File: src/rtl/reduce9_pkg.sv
// reduce9_pkg: shared types and constants for the nine-byte reduction controller.
//   op_e    : reduction select carried on the op port (MAX, MIN, SUM, XOR)
//   state_e : controller FSM states
//   NUM_BYTES, W : default word geometry (bytes per word, bits per byte)
package reduce9_pkg;

    localparam int NUM_BYTES = 9;
    localparam int W         = 8;

    typedef enum logic [1:0] {
        OP_MAX = 2'd0,
        OP_MIN = 2'd1,
        OP_SUM = 2'd2,
        OP_XOR = 2'd3
    } op_e;

    typedef enum logic [1:0] {
        IDLE = 2'd0,
        RUN  = 2'd1,
        DONE = 2'd2
    } state_e;

endpackage

File: src/rtl/reduce9_ctrl_byte_alu.sv
// byte_alu: combinational byte reduction step shared by every fold.
//   op    in  2 : reduction select (op_e)
//   a     in  W : running accumulator
//   b     in  W : next byte
//   y     out W : reduced value
//   carry out 1 : carry out of the SUM adder, 0 for the other ops
module byte_alu
    import reduce9_pkg::*;
#(
    parameter int W = reduce9_pkg::W
) (
    input  op_e          op,
    input  logic [W-1:0] a,
    input  logic [W-1:0] b,
    output logic [W-1:0] y,
    output logic         carry
);

    logic [W:0] sum;

    assign sum = {1'b0, a} + {1'b0, b};

    always_comb begin
        y     = '0;
        carry = 1'b0;
        case (op)
            OP_MAX: y = (a >= b) ? a : b;
            OP_MIN: y = (a <= b) ? a : b;
            OP_SUM: begin
                y     = sum[W-1:0];
                carry = sum[W];
            end
            OP_XOR: y = a ^ b;
            default: y = '0;
        endcase
    end

endmodule

File: src/rtl/reduce9_ctrl.sv
// reduce9_ctrl: folds a word of NUM_BYTES packed bytes one byte per clock
// through a single byte_alu (max / min / modular sum / xor).
//   clk, rst_n           : clock, async active-low reset
//   in_valid/in_ready    : producer handshake, in_data = packed bytes (byte 0 at LSB)
//   op                   : reduction select, captured on the accepting edge
//   out_valid/out_ready  : consumer handshake
//   out_data, out_ovf    : result and SUM carry-out flag, valid only in DONE
//   busy                 : high whenever not IDLE
//
// state | meaning
// IDLE  | waiting for a word, in_ready high
// RUN   | folding bytes 1..NUM_BYTES-1 into acc, one per clock
// DONE  | result presented, held until the consumer takes it
module reduce9_ctrl #(
    parameter int NUM_BYTES = reduce9_pkg::NUM_BYTES,
    parameter int W         = reduce9_pkg::W
) (
    input  logic                   clk,
    input  logic                   rst_n,
    input  logic                   in_valid,
    output logic                   in_ready,
    input  logic [NUM_BYTES*W-1:0] in_data,
    input  logic [1:0]             op,
    output logic                   out_valid,
    input  logic                   out_ready,
    output logic [W-1:0]           out_data,
    output logic                   out_ovf,
    output logic                   busy
);

    import reduce9_pkg::*;

    localparam logic [3:0] LAST_CNT = 4'(NUM_BYTES - 1);

    state_e                 state, state_nxt;
    op_e                    op_r;
    logic [NUM_BYTES*W-1:0] sh;
    logic [W-1:0]           acc;
    logic [3:0]             cnt;
    logic                   ovf;
    logic [W-1:0]           alu_y;
    logic                   alu_c;

    // sh always holds the next unfolded byte at its LSB, so the ALU never
    // needs a wide byte-select mux.
    byte_alu #(.W(W)) u_alu (
        .op    (op_r),
        .a     (acc),
        .b     (sh[W-1:0]),
        .y     (alu_y),
        .carry (alu_c)
    );

    always_ff @(posedge clk or negedge rst_n) begin
        if (!rst_n) state <= IDLE;
        else        state <= state_nxt;
    end

    always_comb begin
        state_nxt = state;
        case (state)
            IDLE:    if (in_valid)         state_nxt = RUN;
            RUN:     if (cnt == LAST_CNT)  state_nxt = DONE;
            DONE:    if (out_ready)        state_nxt = IDLE;
            default:                       state_nxt = IDLE;
        endcase
    end

    always_ff @(posedge clk or negedge rst_n) begin
        if (!rst_n) begin
            sh   <= '0;
            acc  <= '0;
            cnt  <= '0;
            ovf  <= 1'b0;
            op_r <= OP_MAX;
        end else begin
            case (state)
                IDLE: if (in_valid) begin
                    sh   <= in_data >> W;
                    acc  <= in_data[W-1:0];
                    cnt  <= 4'd1;
                    ovf  <= 1'b0;
                    op_r <= op_e'(op);
                end
                RUN: begin
                    acc <= alu_y;
                    ovf <= ovf | alu_c;
                    cnt <= cnt + 4'd1;
                    sh  <= sh >> W;
                end
                default: ;
            endcase
        end
    end

    // Result outputs are gated by state so they read zero outside DONE.
    assign in_ready  = (state == IDLE);
    assign busy      = (state != IDLE);
    assign out_valid = (state == DONE);
    assign out_data  = (state == DONE) ? acc : '0;
    assign out_ovf   = (state == DONE) ? ovf : 1'b0;

endmodule

File: config.mk
export PLATFORM = sky130hd
export DESIGN_NAME = reduce9_ctrl
export DESIGN_NICKNAME = d
export VERILOG_FILES = /design/src/rtl/reduce9_pkg.sv /design/src/rtl/reduce9_ctrl_byte_alu.sv /design/src/rtl/reduce9_ctrl.sv
export SDC_FILE = /design/constraint.sdc
export NUM_CORES = 1
export LEC_CHECK = 0
export CAP_MARGIN = 10
export CORE_ASPECT_RATIO = 1.4
export CORE_MARGIN = 2
export CORE_UTILIZATION = 30
export CTS_BUF_LIST = sky130_fd_sc_hd__clkbuf_8
export CTS_CLUSTER_SIZE = 16
export DETAILED_ROUTE_END_ITERATION = 10
export GPL_TIMING_DRIVEN = 1
export SYNTH_ARGS = -nofsm -noshare
export SYNTH_HDL_FRONTEND = slang
export SYNTH_SLANG_ARGS = --single-unit
File: constraint.sdc
create_clock -name clk -period 2.1 [get_ports clk]
set_input_delay 0.63 -clock clk [delete_from_list [all_inputs] [get_ports clk]]
set_output_delay 0.63 -clock clk [all_outputs]
set_load 0.02 [all_outputs]
==> results of run 1 <==
[logic make-up after synthesis]
logic type	Yosys count
fa+ha+maj	19
buf+inv	59
compound gates	202
mux	15
xor+xnor	4
flops	81
simple gates	153
[worst min path at each step]
stage                  startpoint  slack [ns]                  to  depth (start not counted)
2_1_floorplan               rst_n        0.33  acc[0]$_DFFE_PN0P_                          0
6_report                    rst_n        0.21   sh[6]$_DFFE_PN0P_                          1
3_5_place_dp   sh[62]$_DFFE_PN0P_        0.50  sh[54]$_DFFE_PN0P_                          2
4_1_cts                     rst_n        0.22   sh[6]$_DFFE_PN0P_                          1
5_1_grt                     rst_n        0.22   sh[6]$_DFFE_PN0P_                          1
3_3_place_gp   cnt[3]$_DFFE_PN0P_        0.48  cnt[3]$_DFFE_PN0P_                          1
[metal layers]
layer	GRT usage (%)	wire length, um	vias to the layer above	share of wire, %
met1	22.3	6240	2190	42
met2	29.7	7820	90	52
li1	-	-	2158	-
met3	3.17	555	17	3.7
met5	0	0	-	0
met4	7.53	342	0	2.3
[flip-flops by register name, indices dropped and copies added (netlist names)]
signal,flops
op_r,2
cnt,4
acc,8
state,2
ovf,1
sh,64
[cell type report]
type | count | area, um2 | share of cell area [%]
multi-input combinational | 393 | 2690 | 40.5
sequential | 81 | 2030 | 30.6
timing repair buffer | 162 | 1440 | 21.7
tap | 196 | 245 | 3.69
clock buffer | 10 | 138 | 2.07
inverter | 17 | 63.8 | 0.961
clock inverter | 6 | 35.0 | 0.528
[what timing repair did]
item	CTS	global route
resized for setup	63	23
endpoints found under the setup margin	68	69
cloned	0	1
pin swaps	7	10
buffers inserted	8	4
hold buffers	0	0
[synthesized netlist by cell type, drive strengths merged (2+ instances only)]
master | instances | share of area, %
nand4 | 4 | 0.53
xnor2 | 4 | 0.74
nor2 | 13 | 1.1
inv | 17 | 1.4
ha | 18 | 4.8
buf | 7 | 0.58
a2111oi | 2 | 0.50
clkbuf | 35 | 2.8
mux2i | 6 | 1.3
a211oi | 2 | 0.32
nand2 | 35 | 2.8
a21oi | 73 | 7.7
nor3 | 3 | 0.32
or2 | 2 | 0.26
o22ai | 7 | 0.93
a31oi | 2 | 0.26
nand2b | 6 | 0.79
o311ai | 2 | 0.37
o21ai | 60 | 6.4
and3b | 8 | 1.5
a22oi | 48 | 7.6
o21bai | 2 | 0.32
nand3 | 14 | 1.5
nor2b | 54 | 7.1
mux2 | 9 | 2.1
and2 | 9 | 1.2
nand3b | 2 | 0.32
o31ai | 2 | 0.32
dfrtp | 81 | 43
[report_power, final]
group          switching [mW]  internal, mW  leakage [nW]
registers               0.520          2.18          1.04
logic                    2.51          2.66          1.72
clock network           0.576         0.453        0.0932
total                    3.60          5.30          2.86
[through the flow]
stage          util, %  cell area, um2  setup slack (ns)  TNS [ns]  cells
2_1_floorplan        -            4770           -0.0503    -0.331    533
3_3_place_gp      40.4            6250            -0.168     -1.11    838
3_5_place_dp      40.4            6250            -0.226     -1.44    838
4_1_cts           42.3            6540            -0.242     -1.48    860
5_1_grt           42.9            6640            -0.219     -1.58    865
6_report          42.9            6640            -0.152     -1.00    865
==> impl_metrics.env, run 1 <==
export IMPL_cts_sinks=81
export IMPL_fmax_mhz=444
export IMPL_postLayoutSetupSlackWorst_ns=-0.152
export IMPL_r2r_end="acc[1]$_DFFE_PN0P_"
export IMPL_critPathRequiredTime_ns=2.35
export IMPL_r2r_start="sh[5]$_DFFE_PN0P_"
export IMPL_drcViolationCount=0
export IMPL_synth_seq_area_share_pct=42.9
export IMPL_grt_overflow_total=0
export IMPL_fp_coreArea_um2=15500
export IMPL_fillers=1535
export IMPL_die_area_um2=16800
export IMPL_synthXorXnorAreaFrac_pct=0.741
export IMPL_critPathLaunchType="flip-flop"
export IMPL_initialDrtViolationCount=401
export IMPL_path_depth=10
export IMPL_area_delta_synth_final_pct=40.5
export IMPL_path_cells="inv_2 -> ha_4 -> buf_6 -> nand4_1 -> or2_4 -> or4b_4 -> mux2i_4 -> nor2_4 -> buf_12 -> mux2_4"
export IMPL_synthFlopType="dfrtp_1"
export IMPL_syn_area_per_cell_um2=8.87
export IMPL_synth_compound_area_share_pct=25.1
export IMPL_yosysUniqueCellTypes=40
export IMPL_vias_per_cell=5.15
export IMPL_hold_viol=0
export IMPL_cts_tree="built"
export IMPL_tightestPinTransition_ns=0.449
export IMPL_rsz0062_at_grt="yes"
export IMPL_die_h_um=153
export IMPL_cp_top_family="simple AND/OR/NAND/NOR gates"
export IMPL_grt_pass1_wl_um=23300
export IMPL_startpoint="sh[5]$_DFFE_PN0P_"
export IMPL_slew_violations=0
export IMPL_synthArstFlopShare_pct=100
export IMPL_grt_max_degree=49
export IMPL_vias=4455
export IMPL_status="complete, but fails checks"
export IMPL_fin_crit_ns=2.25
export IMPL_hp_class="in2async"
export IMPL_gp_congestion=0.874
export IMPL_power_density_nw_per_um2=1340
export IMPL_rows=54
export IMPL_clk_pin_slew_ns=0.08
export IMPL_synth_simple_area_share_pct=18.0
export IMPL_violations="negative setup slack"
export IMPL_root_buffer="clkbuf_8"
export IMPL_drive_gt1_share_pct=21.7
export IMPL_worst_setup_path_type="reg2reg"
export IMPL_peakVddDrop_uv=692
export IMPL_io_buffer_count=89
export IMPL_first_global_vias=4520
export IMPL_fin_crit_sh_pct=107
export IMPL_netlist_area_um2=4730
export IMPL_dp_hpwl_um=10500
export IMPL_maxSlewHeadroom_pct=70.1
export IMPL_cp_arrival_ns=2.50
export IMPL_antenna_cells=0
export IMPL_track_usage_pct=17.8
export IMPL_io_pins=90
export IMPL_final_nets=761
export IMPL_p_total_mw=8.90
export IMPL_antenna_left=0
export IMPL_critPathBufInv=3
export IMPL_layout_commonest_cell="dfrtp_1"
export IMPL_htree_levels=3
export IMPL_cts_inserted_buffers=9
export IMPL_synth_top_family_by_area="compound AO/OA/AOI/OAI gates"
export IMPL_cp_slowest_stage_delay_ns=0.46
export IMPL_synthMuxAreaShare_pct=3.42
export IMPL_layout_common_cells="dfrtp_1 (79), clkdlybuf4s50_1 (75), a21oi_1 (70), buf_4 (67), o21ai_0 (57)"
export IMPL_p_leak_nw=2.86
export IMPL_crit_end="acc[1]$_DFFE_PN0P_"
export IMPL_wl_per_cell_um=17.3
export IMPL_r2r_slack_ns=-0.15
export IMPL_end_kind="flip-flop"
export IMPL_dieWidth_um=110
export IMPL_synth_nets=630
export IMPL_synth_edff_count=0
export IMPL_clk_latency_ns=0.36
export IMPL_r2r_cells=10
export IMPL_drt_wl_total_um=15000
export IMPL_antenna_found_initial=0
export IMPL_drtPass1Iterations=5
export IMPL_hold_slack_ns=0.213
export IMPL_critPathSlowestCell="or4b_4"
export IMPL_cts_buffer_depth=2
export IMPL_syn_inst=533
export IMPL_setup_violations=8
export IMPL_initial_core_util_pct=30.5
export IMPL_clock_skew_ns=0.0105
export IMPL_worstPathMaxFanout=8
export IMPL_synth_fa_ha_area_share_pct=5.19
export IMPL_cap_violations=0
export IMPL_yosys_warnings=0
export IMPL_ys_ff_latch=81
No activity file was read; power rests on OpenSTA's default activity.
==> run 2, diff against run 1 <==
GPL_ROUTABILITY_DRIVEN = 0   (was not set)
clock period = 2.5 ns   (was 2.1 ns; I/O delays follow)
==> run 2 against run 1 <==
Against the previous run: the run now ends clean; sequential power is 15% lower; combinational power is 38% lower; largest cell class unchanged; sequential share of layout area grew 2.6 points; die area unchanged; flip-flop and latch count is the same; worst hold slack better by 0.10 ns; first-iteration DRC count fell by 21%; cell count shrank 6.0%; count of clock-buffer cells in the layout up 1; power down 27%.
==> impl_metrics.env, run 2 (synthesized netlist as in run 1, its figures left out) <==
export IMPL_status="finished clean"
export IMPL_area_delta_synth_final_pct=29.7
export IMPL_largest_reg_flops=64
export IMPL_grt_pass1_wl_um=21700
export IMPL_hp_class="in2async"
export IMPL_post_cts_buffers=0
export IMPL_dpl_cell_area_um2=5910
export IMPL_drive_gt1_share_pct=9.72
export IMPL_cp_arrival_ns=1.68
export IMPL_switching_power_mw=2.70
export IMPL_power_density_nw_per_um2=1060
export IMPL_grt_overflow_total=0
export IMPL_hold_viol=0
export IMPL_sequentialPowerShare_pct=35.2
export IMPL_fp_coreArea_um2=15500
export IMPL_antenna_found_initial=0
export IMPL_drcViolationCount=0
export IMPL_rows=54
export IMPL_postLayoutSetupSlackWorst_ns=0.0712
export IMPL_multi_input_area_um2=2510
export IMPL_r2r_start="sh[5]$_DFFE_PN0P_"
export IMPL_cts_sinks=81
export IMPL_clk_latency_ns=0.36
export IMPL_die_h_um=153
export IMPL_fin_crit_ns=2.43
export IMPL_initial_core_util_pct=30.5
export IMPL_worst_setup_path_type="reg2out"
export IMPL_wl_per_cell_um=16.8
export IMPL_p_sw_share_pct=41.4
export IMPL_track_usage_pct=16.4
export IMPL_io_pins=90
export IMPL_die_area_um2=16800
export IMPL_internal_power_mw=3.83
export IMPL_clk_pin_slew_ns=0.09
export IMPL_dp_hpwl_um=9690
export IMPL_ff_latch_area_um2=2030
export IMPL_antenna_cells=0
export IMPL_dieWidth_um=110
export IMPL_drtPass1Iterations=4
export IMPL_pwr_share_clk_pct=15.9
export IMPL_cts_buffer_depth=2
export IMPL_first_global_vias=4341
export IMPL_peakVddDrop_uv=448
export IMPL_cap_violations=0
export IMPL_fin_area_um2=6130
export IMPL_root_buffer="clkbuf_8"
export IMPL_critPathRequiredTime_ns=1.75
export IMPL_io_buffer_count=89
export IMPL_fin_util_pct=39.6
export IMPL_tightestPinTransition_ns=0.629
export IMPL_grt_max_degree=61
export IMPL_end_kind="output pin"
export IMPL_startpoint="state[0]$_DFFE_PN0P_"
export IMPL_fin_crit_sh_pct=97.2
export IMPL_fmax_mhz=412
export IMPL_slew_violations=0
export IMPL_p_leak_nw=2.62
export IMPL_post_place_ws_ns=0.0444
export IMPL_hold_slack_ns=0.317
export IMPL_cts_inserted_buffers=9
export IMPL_layout_commonest_cell="dfrtp_1"
export IMPL_cts_tree="built"
export IMPL_drt_wl_total_um=13700
export IMPL_setup_violations=0
export IMPL_wirelength_met1_um=5680
export IMPL_p_total_mw=6.52
export IMPL_clock_skew_ns=0.00723
export IMPL_topRoutingLayerUsed="met4"
export IMPL_combPwrFrac_pct=48.9
export IMPL_critPathLaunchType="flip-flop"
export IMPL_antenna_left=0
export IMPL_vias=4262
export IMPL_biggestRegsByFlops="sh x64, acc x8, cnt x4"
export IMPL_vias_per_cell=5.24
export IMPL_htree_levels=3
export IMPL_fillers=1596
export IMPL_worstPathMaxFanout=5
export IMPL_maxSlewHeadroom_pct=58.1
export IMPL_dr_wl_met2_um=7130
export IMPL_layout_common_cells="dfrtp_1 (79), clkdlybuf4s50_1 (76), a21oi_1 (73), o21ai_0 (60), nor2b_1 (52)"
export IMPL_initialDrtViolationCount=316
export IMPL_wl_met3_um=610
export IMPL_regMostFlops="sh"
export IMPL_final_nets=709
[run 2: cell types whose count changed in the layout (fill, tap and decap cells not counted), sizes merged]
cell and change:
buf -61, dlygate4sd2 +9, clkinv -4, clkinvlp +2, bufinv +1, clkdlybuf4s15 -1
clkdlybuf4s50 +1, dlymetal6s2s +1
[run 2: timing repair]
action                     in CTS  in global routing
hold buffers                    0                  0
resized for setup              10                  7
setup endpoints to repair      10                  9
[run 2: area by class of cell]
cell class / instances / area share (%)
Clock buffer: 11 / 2.47
Clock inverter: 5 / 1.00
Inverter: 17 / 1.04
Multi-Input combinational cell: 393 / 41.0
Sequential cell: 81 / 33.1
Tap cell: 196 / 4.00
Timing Repair Buffer: 110 / 17.4
[run 2: metrics by stage]
stage | TNS (ns) | cells
after global routing | -0.0329 | 813
after floorplan | 0 | 533
after detailed placement | 0 | 797
after CTS | 0 | 813
final | 0 | 813
after global placement | 0 | 797
[run 2: power by group through the flow]
stage | logic (mW) | clock network, mW | registers, mW
final | 3.19 | 1.04 | 2.30
after CTS | 3.17 | 1.07 | 2.30
after global placement | 3.09 | 0 | 2.29
after floorplan | 2.28 | 0 | 2.14
after detailed placement | 3.17 | 0 | 2.31
after global routing | 3.59 | 1.12 | 2.36
[run 2: path summary, 6_finish.rpt]
kind | slack [ns] | endpoint | depth (start not counted)
setup reg to reg | 0.09 | acc[5]$_DFFE_PN0P_ | 9
setup / recovery | 0.07 | busy | 3
hold / removal | 0.32 | op_r[0]$_DFFE_PN0P_ | 1
max in group asynchronous | 1.56 | sh[21]$_DFFE_PN0P_ | 2
min in group clk | 0.50 | cnt[3]$_DFFE_PN0P_ | 1
hold reg to reg | 0.50 | cnt[3]$_DFFE_PN0P_ | 1
[run 2: critical path: stages (launching register included)]
cell	delay [ns]
dfrtp_2	0.45
nor2_1	0.26
inv_1	0.07
clkdlybuf4s50_1	0.54
[run 2: metal layers]
metal,global-route usage [%],up-vias
met1,21.2,2088
met2,27.2,101
met5,0,-
met4,6.03,0
met3,2.74,22
li1,-,2051
==> run 3, diff against run 2 <==
CORE_MARGIN = 1   (was 2)
GPL_TIMING_DRIVEN = 0   (was 1)
==> run 3 against run 2 <==
Against the previous run: non-clock buffer count rose by 24; worst hold slack got worse by 0.029 ns; sequential power barely moved; cell count rose by 2.5%; clock power fell by 6%; flip-flop and latch count did not move; sequential share of layout area fell by 0.11 points; final area rose by 0.35%; wire length rose by 5.2%; die area fell by 3.1%; highest routed layer unchanged.
==> impl_metrics.env, run 3 (synthesized netlist as in run 1, its figures left out) <==
export IMPL_cp_arrival_ns=2.73
export IMPL_clock_skew_ns=0.00464
export IMPL_cts_tree="built"
export IMPL_end_kind="flip-flop"
export IMPL_fin_area_um2=6150
export IMPL_biggestRegsByFlops="sh x64, acc x8, cnt x4"
export IMPL_fp_coreArea_um2=15200
export IMPL_antenna_left=0
export IMPL_dp_cells=815
export IMPL_initial_core_util_pct=31.1
export IMPL_startpoint="sh[5]$_DFFE_PN0P_"
export IMPL_io_pins=90
export IMPL_cts_sinks=81
export IMPL_initialDrtViolationCount=291
export IMPL_drtPass1Iterations=4
export IMPL_tightestPinTransition_ns=0.685
export IMPL_fin_crit_sh_pct=98.7
export IMPL_antenna_found_initial=0
export IMPL_rows=53
export IMPL_status="finished clean"
export IMPL_vias_per_cell=5.21
export IMPL_critPathLaunchType="flip-flop"
export IMPL_hold_viol=0
export IMPL_p_leak_nw=2.54
export IMPL_r2r_start="sh[5]$_DFFE_PN0P_"
export IMPL_die_h_um=151
export IMPL_hold_slack_ns=0.288
export IMPL_cts_buffer_depth=2
export IMPL_p_total_mw=6.62
export IMPL_p_sw_share_pct=42.4
export IMPL_final_cell_count_no_fill=833
export IMPL_root_buffer="clkbuf_8"
export IMPL_fin_crit_ns=2.47
export IMPL_pwr_share_clk_pct=14.8
export IMPL_worstPathMaxFanout=9
export IMPL_cap_violations=0
export IMPL_largest_reg_flops=64
export IMPL_regMostFlops="sh"
export IMPL_htree_levels=3
export IMPL_postLayoutSetupSlackWorst_ns=0.0313
export IMPL_dp_hpwl_um=11000
export IMPL_fmax_mhz=405
export IMPL_io_buffer_count=89
export IMPL_clk_latency_ns=0.37
export IMPL_finalSetupTns_ns=0
export IMPL_worst_setup_path_type="reg2reg"
export IMPL_cts_inserted_buffers=9
export IMPL_drive_gt1_share_pct=8.42
export IMPL_track_usage_pct=18.1
export IMPL_peakVddDrop_uv=395
export IMPL_slew_violations=0
export IMPL_grt_overflow_total=0
export IMPL_wl_per_cell_um=17.3
export IMPL_dieWidth_um=108
export IMPL_drt_wl_total_um=14400
export IMPL_grt_max_degree=57
export IMPL_layout_common_cells="dfrtp_1 (79), clkdlybuf4s50_1 (75), a21oi_1 (72), o21ai_0 (60), nor2b_1 (53)"
export IMPL_internal_power_mw=3.82
export IMPL_layout_commonest_cell="dfrtp_1"
export IMPL_fin_util_pct=40.5
export IMPL_r2r_cells=9
export IMPL_sequentialPowerShare_pct=34.7
export IMPL_critPathRequiredTime_ns=2.76
export IMPL_clk_pin_slew_ns=0.09
export IMPL_hp_class="in2async"
export IMPL_maxSlewHeadroom_pct=54.2
export IMPL_dpl_cell_area_um2=5880
export IMPL_die_area_um2=16300
export IMPL_post_place_ws_ns=-0.459
export IMPL_final_nets=733
export IMPL_area_delta_synth_final_pct=30.2
export IMPL_antenna_cells=0
export IMPL_power_density_nw_per_um2=1080
export IMPL_drcViolationCount=0
export IMPL_vias=4339
export IMPL_first_global_vias=4318
export IMPL_grt_pass1_wl_um=22300
export IMPL_setup_violations=0
export IMPL_combPwrFrac_pct=50.6
export IMPL_switching_power_mw=2.81
-- run 3: cell count changes in the layout (fill, tap and decap cells not counted), moves of 2 or more --
cell	delta
dlygate4sd2_1	-6
buf_4	-15
buf_12	-2
clkdlybuf4s15_2	+7
clkbuf_1	+31
buf_1	+6
nor2b_4	-2
-- run 3: repair_timing --
item,4_1_cts,5_1_grt
pin swaps,0,1
gates cloned,0,0
hold buffers,0,0
buffers inserted,1,3
setup endpoints to repair,19,16
gates resized for setup,40,8
-- run 3: power by group through the flow --
stage	logic, mW	clock network (mW)	registers (mW)
after CTS	3.15	1.00	2.29
final	3.35	0.978	2.30
after floorplan	2.28	0	2.14
after global routing	3.68	1.06	2.36
after global placement	3.02	0	2.29
after detailed placement	3.10	0	2.31
-- run 3: worst paths after layout --
| kind | to | slack (ns) |
|---|---|---|
| worst max-delay path | acc[1]$_DFFE_PN0P_ | 0.03 |
| worst min-delay path | op_r[1]$_DFFE_PN0P_ | 0.29 |
| worst max register to register | acc[1]$_DFFE_PN0P_ | 0.03 |
| worst min register to register | cnt[3]$_DFFE_PN0P_ | 0.51 |
| max in group asynchronous | sh[4]$_DFFE_PN0P_ | 1.60 |
| min in group clk | cnt[3]$_DFFE_PN0P_ | 0.51 |
-- run 3: area by class of cell --
class	count	area (um2)
Buffer	40	171
Clock buffer	9	124
Clock inverter	7	71.3
Fill cell	1526	9030
Inverter	17	63.8
Multi-Input combinational cell	393	2500
Sequential cell	81	2030
Tap cell	192	240
Timing Repair Buffer	94	953
-- run 3: routing by layer --
metal	part of all wire [%]	track usage, %	vias to the layer above
met3	4.1	2.94	17
met2	53	33.1	96
met1	41	21.1	2126
li1	-	-	2100
met4	1.7	5.89	0
met5	0	0	-
-- run 3: critical path: stages, from the launching register on --
cell     delay [ns]
dfrtp_1        0.39
inv_1          0.09
ha_2           0.33
a21oi_2        0.18
o21ai_0        0.12
or4b_1         0.51
mux2i_2        0.24
nor2_4         0.07
buf_4          0.16
mux2_2         0.27
